**src/rtl/mixer_pkg.sv**
```systemverilog
// Shared helpers for the mixer: tree sizing and pipeline latency derived from
// the channel count and sample width.
package mixer_pkg;

    function automatic int clog2(input int n);
        int r;
        int p;
        r = 32'sd0;
        p = 32'sd1;
        while (p < n) begin
            p = p * 32'sd2;
            r = r + 32'sd1;
        end
        return r;
    endfunction

    // Channel count rounded up to a power of two; the tree is padded with zeros.
    function automatic int pad_ch(input int n);
        return 32'sd1 << clog2(n);
    endfunction

    function automatic int gain_out_w(input int in_w);
        return in_w + 32'sd1;
    endfunction

    function automatic int sum_w(input int in_w, input int n);
        return gain_out_w(in_w) + clog2(pad_ch(n));
    endfunction

    function automatic int latency(input int n);
        return 32'sd2 + clog2(pad_ch(n));
    endfunction

endpackage

```
**src/rtl/mixer_add_stage.sv**
```systemverilog
// One registered level of the pairwise adder tree; the valid and average-mode
// bits travel alongside the partial sums.
module mixer_add_stage #(
    parameter int PAIRS = 4,
    parameter int W_IN  = 9
) (
    input  logic                        clk,
    input  logic                        rst,
    input  logic                        src_valid,
    input  logic                        src_avg,
    input  logic [2*PAIRS*W_IN-1:0]     src_data,
    output logic                        dst_valid,
    output logic                        dst_avg,
    output logic [PAIRS*(W_IN+1)-1:0]   dst_data
);

    logic [PAIRS*(W_IN+1)-1:0] sum_s;
    logic [PAIRS*(W_IN+1)-1:0] data_r;
    logic                      valid_r;
    logic                      avg_r;

    // Widen each operand by one bit so the pair sum never overflows.
    always_comb begin
        sum_s = '0;
        for (int i = 0; i < PAIRS; i++) begin
            sum_s[i*(W_IN+1) +: (W_IN+1)] = {1'b0, src_data[(2*i)*W_IN +: W_IN]}
                                          + {1'b0, src_data[(2*i+1)*W_IN +: W_IN]};
        end
    end

    // Level register.
    always_ff @(posedge clk or posedge rst) begin
        if (rst) begin
            valid_r <= 1'b0;
            avg_r   <= 1'b0;
            data_r  <= '0;
        end else begin
            valid_r <= src_valid;
            avg_r   <= src_avg;
            data_r  <= sum_s;
        end
    end

    assign dst_valid = valid_r;
    assign dst_avg   = avg_r;
    assign dst_data  = data_r;

endmodule

```
**src/rtl/mixer_pipe.sv**
```systemverilog
// Pipelined N-channel mixer: per-channel gain/mute, registered adder tree,
// optional averaging, output saturation with a retriggerable clip hold.
module mixer_pipe #(
    parameter int NUM_CH    = 8,
    parameter int IN_W      = 8,
    parameter int GAIN_W    = 4,
    parameter int OUT_W     = 32,
    parameter int CLIP_HOLD = 1024
) (
    input  logic                     CLOCK_50,
    input  logic                     reset,
    input  logic                     in_valid,
    input  logic [NUM_CH*IN_W-1:0]   audio_in,
    input  logic [NUM_CH*GAIN_W-1:0] gain_in,
    input  logic [NUM_CH-1:0]        mute,
    input  logic                     avg_mode,
    output logic                     mix_valid,
    output logic [OUT_W-1:0]         mix_down,
    output logic                     clip
);
    import mixer_pkg::*;

    localparam int P   = pad_ch(NUM_CH);
    localparam int LVL = clog2(P);
    localparam int G   = gain_out_w(IN_W);
    localparam int S   = sum_w(IN_W, NUM_CH);
    localparam int PW  = IN_W + GAIN_W;
    localparam int CW  = clog2(CLIP_HOLD + 1);

    logic [PW-1:0]      prod_s [NUM_CH];
    logic [P*G-1:0]     gain_s;
    logic [P*G-1:0]     st0_data_r;
    logic               st0_valid_r;
    logic               st0_avg_r;

    // Full-width product per channel.
    always_comb begin
        for (int c = 0; c < NUM_CH; c++) begin
            prod_s[c] = PW'(audio_in[c*IN_W +: IN_W]) * PW'(gain_in[c*GAIN_W +: GAIN_W]);
        end
    end

    // Unity gain sits at the MSB of the gain field, hence the truncating shift.
    always_comb begin
        gain_s = '0;
        for (int c = 0; c < NUM_CH; c++) begin
            if (mute[c]) begin
                gain_s[c*G +: G] = '0;
            end else begin
                gain_s[c*G +: G] = G'(prod_s[c] >> (GAIN_W-1));
            end
        end
    end

    // Gain stage register; control is captured with its own sample.
    always_ff @(posedge CLOCK_50 or posedge reset) begin
        if (reset) begin
            st0_valid_r <= 1'b0;
            st0_avg_r   <= 1'b0;
            st0_data_r  <= '0;
        end else begin
            st0_valid_r <= in_valid;
            st0_avg_r   <= avg_mode;
            st0_data_r  <= gain_s;
        end
    end

    for (genvar k = 0; k < LVL; k++) begin : g_lvl
        localparam int PAIRS = P >> (k + 1);
        localparam int W_IN  = G + k;
        logic [PAIRS*(W_IN+1)-1:0] data_s;
        logic                      valid_s;
        logic                      avg_s;
        if (k == 0) begin : g_first
            mixer_add_stage #(.PAIRS(PAIRS), .W_IN(W_IN)) u_stage (
                .clk(CLOCK_50), .rst(reset),
                .src_valid(st0_valid_r), .src_avg(st0_avg_r), .src_data(st0_data_r),
                .dst_valid(valid_s), .dst_avg(avg_s), .dst_data(data_s)
            );
        end else begin : g_next
            mixer_add_stage #(.PAIRS(PAIRS), .W_IN(W_IN)) u_stage (
                .clk(CLOCK_50), .rst(reset),
                .src_valid(g_lvl[k-1].valid_s), .src_avg(g_lvl[k-1].avg_s),
                .src_data(g_lvl[k-1].data_s),
                .dst_valid(valid_s), .dst_avg(avg_s), .dst_data(data_s)
            );
        end
    end

    logic [S-1:0]     sum_s;
    logic [S-1:0]     r_s;
    logic             last_valid_s;
    logic             last_avg_s;
    logic [OUT_W-1:0] out_s;
    logic             clip_evt_s;

    assign sum_s        = g_lvl[LVL-1].data_s;
    assign last_valid_s = g_lvl[LVL-1].valid_s;
    assign last_avg_s   = g_lvl[LVL-1].avg_s;

    // Averaging divides by the padded channel count, not NUM_CH.
    always_comb begin
        if (last_avg_s) begin
            r_s = sum_s >> LVL;
        end else begin
            r_s = sum_s;
        end
    end

    if (OUT_W >= S) begin : g_wide
        // Output is wide enough for any sum.
        always_comb begin
            out_s      = OUT_W'(r_s);
            clip_evt_s = 1'b0;
        end
    end else begin : g_narrow
        localparam logic [S-1:0] SAT_MAX = S'({OUT_W{1'b1}});
        // Clamp to full scale and flag the clip.
        always_comb begin
            if (r_s > SAT_MAX) begin
                out_s      = {OUT_W{1'b1}};
                clip_evt_s = 1'b1;
            end else begin
                out_s      = r_s[OUT_W-1:0];
                clip_evt_s = 1'b0;
            end
        end
    end

    logic             mix_valid_r;
    logic [OUT_W-1:0] mix_down_r;
    logic [CW-1:0]    clip_cnt_r;
    logic [CW-1:0]    clip_cnt_nxt_s;
    logic             clip_r;

    // Hold counter: a clipped output reloads it, otherwise it drains to zero.
    always_comb begin
        if (last_valid_s && clip_evt_s) begin
            clip_cnt_nxt_s = CW'(CLIP_HOLD);
        end else if (clip_cnt_r != '0) begin
            clip_cnt_nxt_s = clip_cnt_r - CW'(32'd1);
        end else begin
            clip_cnt_nxt_s = clip_cnt_r;
        end
    end

    // Output register; mix_down only moves when a valid sample arrives.
    always_ff @(posedge CLOCK_50 or posedge reset) begin
        if (reset) begin
            mix_valid_r <= 1'b0;
            mix_down_r  <= '0;
            clip_cnt_r  <= '0;
            clip_r      <= 1'b0;
        end else begin
            mix_valid_r <= last_valid_s;
            if (last_valid_s) begin
                mix_down_r <= out_s;
            end
            clip_cnt_r <= clip_cnt_nxt_s;
            clip_r     <= (clip_cnt_nxt_s != '0);
        end
    end

    assign mix_valid = mix_valid_r;
    assign mix_down  = mix_down_r;
    assign clip      = clip_r;

endmodule

```
**config.mk**
```make
export PLATFORM = sky130hd
export DESIGN_NAME = mixer_pipe
export DESIGN_NICKNAME = d
export VERILOG_FILES = /design/src/rtl/mixer_pkg.sv /design/src/rtl/mixer_add_stage.sv /design/src/rtl/mixer_pipe.sv
export SDC_FILE = /design/constraint.sdc
export NUM_CORES = 1
export LEC_CHECK = 0
export ABC_AREA = 0
export BUFFER_PORTS_ARGS = -buffer_cell sky130_fd_sc_hd__buf_2
export CAP_MARGIN = 20
export CORE_ASPECT_RATIO = 0.75
export CORE_MARGIN = 4
export CORE_UTILIZATION = 55
export DETAILED_ROUTE_END_ITERATION = 7
export PLACE_DENSITY = 0.81
export SETUP_SLACK_MARGIN = 0.4
export SLEW_MARGIN = 20
export SYNTH_ARGS = -nofsm -noshare
export SYNTH_HDL_FRONTEND = slang
export SYNTH_SLANG_ARGS = --single-unit
```
**constraint.sdc**
```tcl
create_clock -name CLOCK_50 -period 16.6 [get_ports CLOCK_50]
set_input_delay 1.66 -clock CLOCK_50 [delete_from_list [all_inputs] [get_ports CLOCK_50]]
set_output_delay 1.66 -clock CLOCK_50 [all_outputs]
set_load 0.1 [all_outputs]
```
==> results of run 1 <==
## power groups by stage
stage          combinational, mW  sequential, mW  clock [mW]
2_1_floorplan              0.730           0.668           0
6_report                   0.977           0.627       0.400
4_1_cts                    0.980           0.628       0.410
5_1_grt                     1.11           0.640       0.431
3_3_place_gp               0.935           0.631           0
3_5_place_dp               0.967           0.634           0
## sequential cells by signal, summed over array words and instances (netlist names)
register / count
g_lvl.g_first.u_stage.dst_data: 40
g_lvl.g_first.u_stage.dst_avg: 1
clip_cnt_r: 11
clip: 1
g_lvl.g_next.u_stage.dst_data: 34
st0_avg_r: 1
g_lvl.g_next.u_stage.dst_avg: 2
st0_data_r: 72
mix_down: 12
g_lvl.g_first.u_stage.dst_valid: 1
g_lvl.g_next.u_stage.dst_valid: 2
st0_valid_r: 1
mix_valid: 1
## per-layer routing
layer | wire [um] | vias to the layer above | track usage (%)
met5 | 0 | - | 0
met4 | 234 | 0 | 3.28
met3 | 947 | 23 | 2.77
met2 | 13300 | 177 | 31.2
met1 | 14300 | 5336 | 28.4
li1 | - | 5592 | -
## synthesized netlist by cell type, drive strengths merged, types with 4 or more instances
cell,count,area [um2]
inv,191,717
ha,181,2260
dfrtp,179,4480
and2,177,1110
nor2,146,548
nand2,135,507
fa,103,2060
a21oi,85,425
xnor2,68,596
o21ai,57,285
nor3,32,160
xor2,32,280
nand3,30,150
nor2b,28,175
buf,23,164
nand4,21,131
a21o,20,150
clkbuf,10,37.5
mux2i,10,100
o41ai,10,95.1
o21bai,9,67.6
and4,8,70.1
a21boi,6,45.0
o21a,6,45.0
a31oi,4,25.0
mux2,4,45.0
nand2b,4,25.0
nor4,4,46.3
o41a,4,45.0
or3,4,25.0
## worst paths after layout
kind                                                  start  slack [ps]                                    to
setup reg to reg                              clip_cnt_r[0]       14290                                  clip
min in group asynchronous                             reset        1390                        st0_data_r[17]
setup / recovery                                 gain_in[7]       12290                        st0_data_r[16]
hold / removal             g_lvl[0].g_first.u_stage.dst_avg         350       g_lvl[1].g_next.u_stage.dst_avg
max in group asynchronous                             reset       13940  g_lvl[1].g_next.u_stage.dst_data[11]
hold reg to reg            g_lvl[0].g_first.u_stage.dst_avg         350       g_lvl[1].g_next.u_stage.dst_avg
## cell type report
class,instances,share of cell area [%]
Clock inverter,12,0.874
Clock buffer,19,2.65
Sequential cell,179,26.8
Multi-Input combinational cell,1245,59.1
Timing Repair Buffer,122,3.66
Tap cell,351,2.62
Inverter,191,4.33
## metrics by stage
step	utilization, %	hold slack, ps	setup slack [ps]
after floorplan	-	331	10080
after global placement	59.5	337	11930
after global routing	61.7	360	12140
final	61.7	350	12290
after CTS	61.7	355	12330
after detailed placement	59.5	337	11880
## kinds of logic (layout without fill, tap and decap cells)
logic type	after synthesis	count (layout)	share of synthesized area [%]
multiplexers	14	14	0.953
XOR/XNOR	100	100	5.75
adder cells (fa/ha/maj)	284	284	28.4
buffers and inverters	224	344	6.03
other	1	20	0.0246
flip-flops	179	179	29.4
AO/OA/AOI/OAI	222	222	8.99
AND/OR/NAND/NOR	605	605	20.4
## worst reg2reg max path: stages (launching register included)
cell and delay (ps):
dfrtp_1 410, inv_1 120, ha_1 330, or3b_4 470, nor4_2 270, xor2_1 140, nor4b_2 300, nand4b_1 140
==> flow_metrics.py, run 1 <==
metrics = {
    "place": {
        "place_area_um2": 16100,
        "io_buffers": 121,
        "post-place-cells": 2088,
        "dp_hpwl_um": 23400,
        "gp_congestion": 0.867,
    },
    "floorplan": {
        "dieArea_um2": 30400,
        "initial_core_util_pct": 56.1,
        "core_um2": 27100,
        "ioPinCount": 142,
        "fp.dieW_um": 200,
        "rows": 52,
        "die_y_um": 152,
    },
    "timing": {
        "slew_headroom_pct": 48.6,
        "fin_crit_sh_pct": 26.0,
        "layout_min_cycle_time_ps": 4310,
        "setup_viol": 0,
        "clock_skew_ps": 16.2,
        "final.setup.tns_ps": 0,
        "fmax_mhz": 232,
        "maxSlewViolCount": 0,
        "hold_viol": 0,
        "worst_slew_pin_slew_ps": 771,
        "rsz0062_at_grt": "no",
    },
    "clocking": {
        "numClockSinks": 179,
        "cts-buffers-inserted": 17,
        "cts_resized": 0,
        "postCtsHoldBufs": 0,
        "clk_pin_slew_ps": 70,
        "postCtsSetupBuffers": 0,
        "cts.htree.levels": 4,
        "cts_tree": "built",
        "max-clock-path-buffers": 2,
        "clk-insertion-delay-late_ps": 420,
        "clock_tree.root_cell": "clkbuf_16",
    },
    "drt": {
        "dr.first_iter.drc_count": 659,
        "firstDrtPassIters": 5,
        "drc": 0,
        "vias": 11100,
        "via_per_inst": 5.25,
        "drtAntennaViolNets": 0,
        "wire_per_inst_um": 13.6,
        "wl_um": 28700,
    },
    "setup_path": {
        "critPathBufInv": 2,
        "worst-path-stages": 12,
        "critical_path.max_stage_delay_ps": 530,
        "crit_type": "primary input to flip-flop",
        "path_max_fanout": 8,
        "endpoint_kind": "flip-flop",
        "crit_required_ps": 16890,
        "critPathSlowestCell": "fa_1",
        "cpLargestDelayFamily": "adder cells",
        "critPathArrivalTime_ps": 4600,
        "cp_cell_sequence": "buf_2, nand2_1, fa_1, inv_1, fa_1, fa_1, a21o_1, a21oi_1, o21ai_1, o41ai_1, xor2_1, nor2_1",
        "start_kind": "primary input",
        "crit_path_frequent_cell": "fa_1",
        "r2r_cells": 7,
    },
    "grt": {
        "antenna_found_initial": 0,
        "first_global_vias": 11200,
        "grt_start_max_net_pins": 119,
        "grt_overflow_total": 0,
        "grt_pass1_wl_um": 51000,
        "grt_usage_pct": 19.3,
    },
    "status": {
        "status": "complete, no violations",
    },
    "worst_hold_path": {
        "min_path_cells": 0,
        "hold_path_class": "flip-flop to flip-flop",
    },
    "pwr": {
        "p_leak_nw": 8.63,
        "p_per_area_nw_per_um2": 120,
        "swShare_pct": 40.1,
        "p_clk_share_pct": 20.0,
        "p_int_mw": 1.20,
        "p_switching_mw": 0.803,
        "ir_drop_uv": 90.4,
        "seq_power_share_pct": 31.3,
        "power_mw": 2.00,
        "comb_power_share_pct": 48.7,
    },
    "final_layout": {
        "multi_input_area_um2": 9900,
        "fin_cells": 2119,
        "fin_nets": 2148,
        "fin_area_um2": 16700,
        "syn_to_final_growth_pct": 9.98,
        "layout-drive-gt1-share_pct": 9.22,
        "seq_area_um2": 4480,
        "final_common_cell": "inv_1",
        "final_cell_mix": "inv_1 (190), ha_1 (181), dfrtp_1 (179)",
        "insertedDiodeCount": 0,
        "n_fill_cell": 2281,
    },
    "yosys": {
        "yosysWarnings": 0,
        "netlist_area_um2": 15200,
        "async_reset_ff_share_pct": 100,
        "avgSynthCellArea_um2": 9.34,
        "synth.distinct_cells": 60,
        "yosysSeqAreaShare_pct": 29.4,
        "ys.flop_type": "dfrtp_1",
        "synth_edf_count": 0,
        "synth-seq-cells": 179,
        "syn_inst": 1629,
    },
    "flow_run": {
        "cap_violations": 0,
    },
}
No activity file was read; power rests on OpenSTA's default activity.
==> run 2, diff against run 1 <==
--- a/config.mk
+++ b/config.mk
@@ -12,7 +12,7 @@
 export CORE_MARGIN = 4
 export CORE_UTILIZATION = 55
 export DETAILED_ROUTE_END_ITERATION = 7
-export PLACE_DENSITY = 0.81
+export PLACE_DENSITY = 0.84
 export SETUP_SLACK_MARGIN = 0.4
 export SLEW_MARGIN = 20
 export SYNTH_ARGS = -nofsm -noshare
==> constraint.sdc (replaced) <==
create_clock -name CLOCK_50 -period 3.7 [get_ports CLOCK_50]
set_input_delay 0.37 -clock CLOCK_50 [delete_from_list [all_inputs] [get_ports CLOCK_50]]
set_output_delay 0.37 -clock CLOCK_50 [all_outputs]
set_load 0.1 [all_outputs]
==> run 2 against run 1 <==
Net effect: core utilization barely moved; critical path depth stayed put; first-iteration DRC count fell by 0.61%; combinational power rose to 4.5 times the previous value; setup slack worse by 12000 ps; global-route usage hardly changed; critical endpoint is now st0_data_r[25]; largest power group unchanged.
==> flow_metrics.py, run 2 (same netlist as run 1, synthesis figures left out) <==
metrics = {
    "status": {
        "status": "complete, no violations",
    },
    "clocking": {
        "clock_tree.root_cell": "clkbuf_16",
        "cts_resized": 0,
        "cts.htree.levels": 4,
        "cts_tree": "built",
        "numClockSinks": 179,
        "clk_pin_slew_ps": 70,
        "clk-insertion-delay-late_ps": 410,
        "postCtsHoldBufs": 0,
        "max-clock-path-buffers": 2,
        "postCtsSetupBuffers": 0,
        "cts-buffers-inserted": 17,
    },
    "pwr": {
        "p_switching_mw": 3.64,
        "ir_drop_uv": 421,
        "p_int_mw": 5.32,
        "p_clk_share_pct": 19.2,
        "seq_power_share_pct": 31.4,
        "p_per_area_nw_per_um2": 535,
        "p_leak_nw": 8.63,
        "comb_power_share_pct": 49.4,
        "swShare_pct": 40.6,
    },
    "place": {
        "gp_congestion": 0.857,
        "preCtsSetupSlack_ps": 230,
        "io_buffers": 121,
        "post-place-cells": 2089,
        "dp_hpwl_um": 23900,
    },
    "final_layout": {
        "largest_register_ffs": 72,
        "final_common_cell": "inv_1",
        "fin_cells": 2121,
        "largest_register": "st0_data_r",
        "final_cell_mix": "inv_1 (190), ha_1 (181), dfrtp_1 (179)",
        "syn_to_final_growth_pct": 10.0,
        "layout-drive-gt1-share_pct": 9.38,
        "fin_nets": 2149,
        "insertedDiodeCount": 0,
    },
    "setup_path": {
        "crit_type": "primary input to flip-flop",
        "r2r_slack_ps": 1300,
        "crit_required_ps": 4000,
        "cp_cell_sequence": "buf_2, nand2_1, fa_1, inv_1, fa_1, fa_1, a21o_1, a21oi_1, o21ai_1, o41ai_1, xor2_1, nor2_1",
        "path_max_fanout": 8,
        "start_kind": "primary input",
        "cp-endpoint": "st0_data_r[25]",
        "critical_path.max_stage_delay_ps": 520,
        "endpoint_kind": "flip-flop",
        "r2r_cells": 7,
        "startpoint": "gain_in[10]",
        "critPathSlowestCell": "fa_1",
        "r2r-start": "g_lvl[1].g_next.u_stage.dst_data[2]",
        "critPathArrivalTime_ps": 3350,
        "r2r-end": "g_lvl[2].g_next.u_stage.dst_data[10]",
        "crit_path_frequent_cell": "fa_1",
    },
    "flow_run": {
        "cap_violations": 0,
    },
    "timing": {
        "rsz0062_at_grt": "no",
        "fin_ws_ps": 656,
        "hold_viol": 0,
        "fmax_mhz": 329,
        "worst_slew_pin_slew_ps": 927,
        "fin_crit_sh_pct": 82.3,
        "slew_headroom_pct": 38.1,
        "clock_skew_ps": 6.52,
        "layout_min_cycle_time_ps": 3040,
        "setup_viol": 0,
        "final.setup.tns_ps": 0,
        "maxSlewViolCount": 0,
    },
    "grt": {
        "grt.met1_usage_pct": 27.8,
        "use_met2_pct": 31.9,
        "grt_start_max_net_pins": 79,
        "grt_pass1_wl_um": 50700,
        "grt_usage_pct": 19.3,
        "grt_util_met3_pct": 2.64,
        "antenna_found_initial": 1,
        "first_global_vias": 11300,
        "grt_overflow_total": 0,
        "grt.busiest_layer": "met2",
    },
    "floorplan": {
        "initial_core_util_pct": 56.1,
        "ioPinCount": 142,
        "die_y_um": 152,
        "fp.dieW_um": 200,
        "dieArea_um2": 30400,
        "core_um2": 27100,
        "rows": 52,
    },
    "drt": {
        "drc": 0,
        "drtAntennaViolNets": 0,
        "firstDrtPassIters": 5,
        "dr.first_iter.drc_count": 655,
        "vias": 11300,
        "via_per_inst": 5.32,
        "wl_um": 29100,
        "wire_per_inst_um": 13.7,
    },
    "worst_hold_path": {
        "hold_path_class": "primary input to flip-flop",
    },
}
run 2: cell types whose count changed in the layout (fill, tap and decap cells not counted):
cell / previous run / this run
clkinv_2: 0 / 3
buf_12: 0 / 2
clkinvlp_4: 3 / 5
inv_8: 2 / 0
buf_4: 1 / 0
bufinv_16: 2 / 1
clkbuf_1: 1 / 0
clkinv_4: 2 / 1
inv_6: 4 / 5
run 2: layout make-up:
class	count	area (um2)
Multi-Input combinational cell	1245	9900
Tap cell	351	439
Fill cell	2221	10400
Clock buffer	18	439
Clock inverter	14	128
Timing Repair Buffer	123	646
Sequential cell	179	4480
Inverter	191	721
run 2: metrics by stage:
step           power (mW)  utilization (%)  cell area (um2)  hold slack (ps)
6_report             8.96             61.7            16700             63.5
5_1_grt              9.72             61.7            16700             36.5
3_3_place_gp         7.03             59.6            16200              335
3_5_place_dp         7.22             59.6            16200              335
4_1_cts              9.00             61.7            16700             40.5
2_1_floorplan        6.28                -            15300              331
run 2: per-layer routing:
layer / share of wire [%] / vias to the layer above
met2: 47 / 200
met5: 0.041 / -
met1: 48 / 5451
met3: 3.8 / 28
met4: 0.89 / 2
li1: - / 5599
run 2: how the worst min path moves through the flow:
stage | start | end | slack [ps] | cells past startpoint
after floorplan | st0_avg_r | g_lvl[0].g_first.u_stage.dst_avg | 330 | 0
after global placement | g_lvl[1].g_next.u_stage.dst_avg | g_lvl[2].g_next.u_stage.dst_avg | 340 | 0
after detailed placement | st0_valid_r | g_lvl[0].g_first.u_stage.dst_valid | 330 | 0
after CTS | in_valid | st0_valid_r | 40 | 1
after global routing | in_valid | st0_valid_r | 40 | 1
final | in_valid | st0_valid_r | 60 | 1
run 2: power groups by stage:
stage / combinational, mW / sequential, mW / clock [mW]
after floorplan: 3.28 / 3.00 / 0
after global placement: 4.20 / 2.83 / 0
after detailed placement: 4.37 / 2.85 / 0
after CTS: 4.42 / 2.82 / 1.76
after global routing: 4.99 / 2.87 / 1.85
final: 4.42 / 2.81 / 1.72
run 2: worst max-delay path: cells and delay by family:
| kind | cells | cell delay [ps] |
|---|---|---|
| buf+inv | 2 | 220 |
| xor+xnor | 1 | 190 |
| simple gates | 2 | 150 |
| fa+ha+maj | 3 | 1510 |
| compound gates | 4 | 900 |
==> run 3, diff against run 2 <==
--- a/config.mk
+++ b/config.mk
@@ -5,14 +5,14 @@
 export SDC_FILE = /design/constraint.sdc
 export NUM_CORES = 1
 export LEC_CHECK = 0
-export ABC_AREA = 0
+export ABC_AREA = 1
 export BUFFER_PORTS_ARGS = -buffer_cell sky130_fd_sc_hd__buf_2
 export CAP_MARGIN = 20
 export CORE_ASPECT_RATIO = 0.75
 export CORE_MARGIN = 4
 export CORE_UTILIZATION = 55
 export DETAILED_ROUTE_END_ITERATION = 7
-export PLACE_DENSITY = 0.84
+export PLACE_DENSITY = 0.83
 export SETUP_SLACK_MARGIN = 0.4
 export SLEW_MARGIN = 20
 export SYNTH_ARGS = -nofsm -noshare
==> constraint.sdc (replaced) <==
create_clock -name CLOCK_50 -period 2.45 [get_ports CLOCK_50]
set_input_delay 0.245 -clock CLOCK_50 [delete_from_list [all_inputs] [get_ports CLOCK_50]]
set_output_delay 0.245 -clock CLOCK_50 [all_outputs]
set_load 0.1 [all_outputs]
==> run 3 against run 2 <==
Net effect: the run now ends with negative setup slack left; cell count up 35%; worst hold slack better by 200 ps; via count up 40%; clock-buffer cell count down 1; combinational power up 130%; critical endpoint is now st0_data_r[52]; critical path depth up 3; core utilization up 18 points.
==> flow_metrics.py, run 3 <==
metrics = {
    "pwr": {
        "p_per_area_nw_per_um2": 758,
        "p_leak_nw": 12.7,
        "power_mw": 17.2,
        "ir_drop_uv": 733,
    },
    "grt": {
        "grt_usage_pct": 26.0,
        "first_global_vias": 15300,
        "antenna_found_initial": 1,
        "grt_overflow_total": 0,
        "grt_pass1_wl_um": 69600,
        "grt_start_max_net_pins": 128,
    },
    "setup_path": {
        "critPathArrivalTime_ps": 2860,
        "path_max_fanout": 5,
        "crit_type": "primary input to flip-flop",
        "start_kind": "primary input",
        "endpoint_kind": "flip-flop",
        "crit_required_ps": 2780,
    },
    "final_layout": {
        "final_common_cell": "inv_1",
        "fin_nets": 2849,
        "final_cell_mix": "inv_1 (369), nand2_1 (343), buf_4 (182)",
        "fin_area_um2": 22700,
        "largest_register_ffs": 72,
        "layout-drive-gt1-share_pct": 38.7,
        "syn_to_final_growth_pct": 41.5,
        "largest_register": "st0_data_r",
        "post-route-util_pct": 79.9,
    },
    "timing": {
        "maxSlewViolCount": 0,
        "layout_min_cycle_time_ps": 2520,
        "setup_viol": 2,
        "fin_crit_sh_pct": 103,
        "holdWs_ps": 262,
        "fin_ws_ps": -71.7,
        "clock_skew_ps": 12.1,
        "hold_viol": 0,
        "worst_slew_pin_slew_ps": 694,
        "rsz0062_at_grt": "yes",
        "fmax_mhz": 397,
        "slew_headroom_pct": 53.7,
    },
    "drt": {
        "via_per_inst": 5.51,
        "vias": 15800,
        "firstDrtPassIters": 5,
        "wire_per_inst_um": 17.7,
        "drc": 0,
        "wl_um": 50700,
        "dr.first_iter.drc_count": 1120,
        "drtAntennaViolNets": 0,
    },
    "yosys": {
        "yosysSeqAreaShare_pct": 27.9,
        "synthTopCellsByArea": "dfrtp_1 (28%), ha_1 (14%), fa_1 (13%), nand2_1 (11%), inv_1 (11%)",
        "yosysWarnings": 0,
        "synth_edf_count": 0,
        "syn_inst": 2085,
        "synth.distinct_cells": 30,
        "yosys.cell_count.top_type": "nand2_1",
        "async_reset_ff_share_pct": 100,
        "ys.flop_type": "dfrtp_1",
        "yosys-top-cells-count": "nand2_1 (491), inv_1 (486), ha_1 (181)",
        "yosysTopAreaCellShare_pct": 27.9,
        "netlist_area_um2": 16000,
        "avgSynthCellArea_um2": 7.69,
        "synth-seq-cells": 179,
        "post-synth-top-area-cell": "dfrtp_1",
    },
    "floorplan": {
        "dieArea_um2": 32000,
        "initial_core_util_pct": 56.5,
        "ioPinCount": 142,
        "rows": 53,
        "core_um2": 28400,
        "fp.dieW_um": 205,
        "die_y_um": 156,
    },
    "worst_hold_path": {
        "hold_path_class": "primary input to asynchronous set/reset pin",
    },
    "clocking": {
        "clk-insertion-delay-late_ps": 440,
        "clock_tree.root_cell": "clkbuf_16",
        "cts_tree": "built",
        "max-clock-path-buffers": 2,
        "cts.htree.levels": 4,
        "clk_pin_slew_ps": 70,
        "cts-buffers-inserted": 17,
        "numClockSinks": 179,
    },
    "place": {
        "gp_congestion": 0.901,
        "io_buffers": 121,
        "dp_hpwl_um": 28800,
        "place_area_um2": 18900,
    },
    "status": {
        "status": "finished with violations",
        "violations": "negative setup slack",
    },
    "flow_run": {
        "cap_violations": 0,
    },
}
-- run 3: repair_timing --
action	4_1_cts	5_1_grt
gates resized for setup	349	374
hold buffers	11	0
endpoints found under the setup margin	49	59
setup buffers	38	31
pin swaps	218	254
endpoints found under the hold margin	37	0
-- run 3: report_power, final --
group | total, mW | internal, mW | switching, mW
registers | 4.30 | 3.84 | 0.458
logic | 10.2 | 4.10 | 6.06
clock network | 2.74 | 1.45 | 1.29
total | 17.2 | 9.39 | 7.81
-- run 3: metrics by stage --
| stage | instances | setup slack [ps] | setup TNS (ps) |
|---|---|---|---|
| floorplan | 2104 | -136 | -17090 |
| global placement | 2743 | -295 | -7290 |
| detailed placement | 2743 | -407 | -10360 |
| CTS | 2824 | 210 | 0 |
| global route | 2856 | -95.3 | -548 |
| finish | 2857 | -71.7 | -105 |
-- run 3: area by class of cell --
cell class              count  area, um2
flip-flops and latches    179       4480
clock buffers              17        425
inverters                 492       1860
repair buffers            374       3260
well taps                 385        482
diodes                      2       5.00
multi-input cells        1393      12000
clock inverters            15        160
fillers                  1540       5690
-- run 3: worst paths after layout --
check	from	depth (start not counted)	to	slack, ps
max in group asynchronous	reset	4	g_lvl[0].g_first.u_stage.dst_data[14]	1280
min in group CLOCK_50	st0_avg_r	0	g_lvl[0].g_first.u_stage.dst_avg	350
max	gain_in[22]	15	st0_data_r[52]	-70
min	reset	3	st0_data_r[3]	260
min reg2reg	st0_avg_r	0	g_lvl[0].g_first.u_stage.dst_avg	350
max reg2reg	st0_data_r[0]	9	g_lvl[0].g_first.u_stage.dst_data[8]	560
-- run 3: kinds of logic after synthesis --
family	Yosys count	share of synthesized area (%)
XOR/XNOR	50	2.73
AND/OR/NAND/NOR	789	20.8
buffers and inverters	532	12.9
other	1	0.0234
flip-flops	179	27.9
adder cells (fa/ha/maj)	284	27.0
AO/OA/AOI/OAI	250	8.59
-- run 3: worst max-delay path, cell delays in order --
cell	delay [ps]
buf_8	100
nand2_4	50
fa_1	600
inv_2	70
fa_1	550
inv_2	50
fa_2	360
inv_2	120
nand3_4	110
nand2_4	90
nand2_4	60
nor2_4	150
nand3_4	100
a21oi_2	170
nor2_2	40
-- run 3: per-layer routing --
metal / vias up / part of all wire, % / GRT usage, %
li1: 7125 / - / -
met4: 0 / 5.6 / 8.58
met1: 7549 / 38 / 33.0
met3: 283 / 6.4 / 3.76
met5: - / 0 / 0
met2: 798 / 50 / 46.0
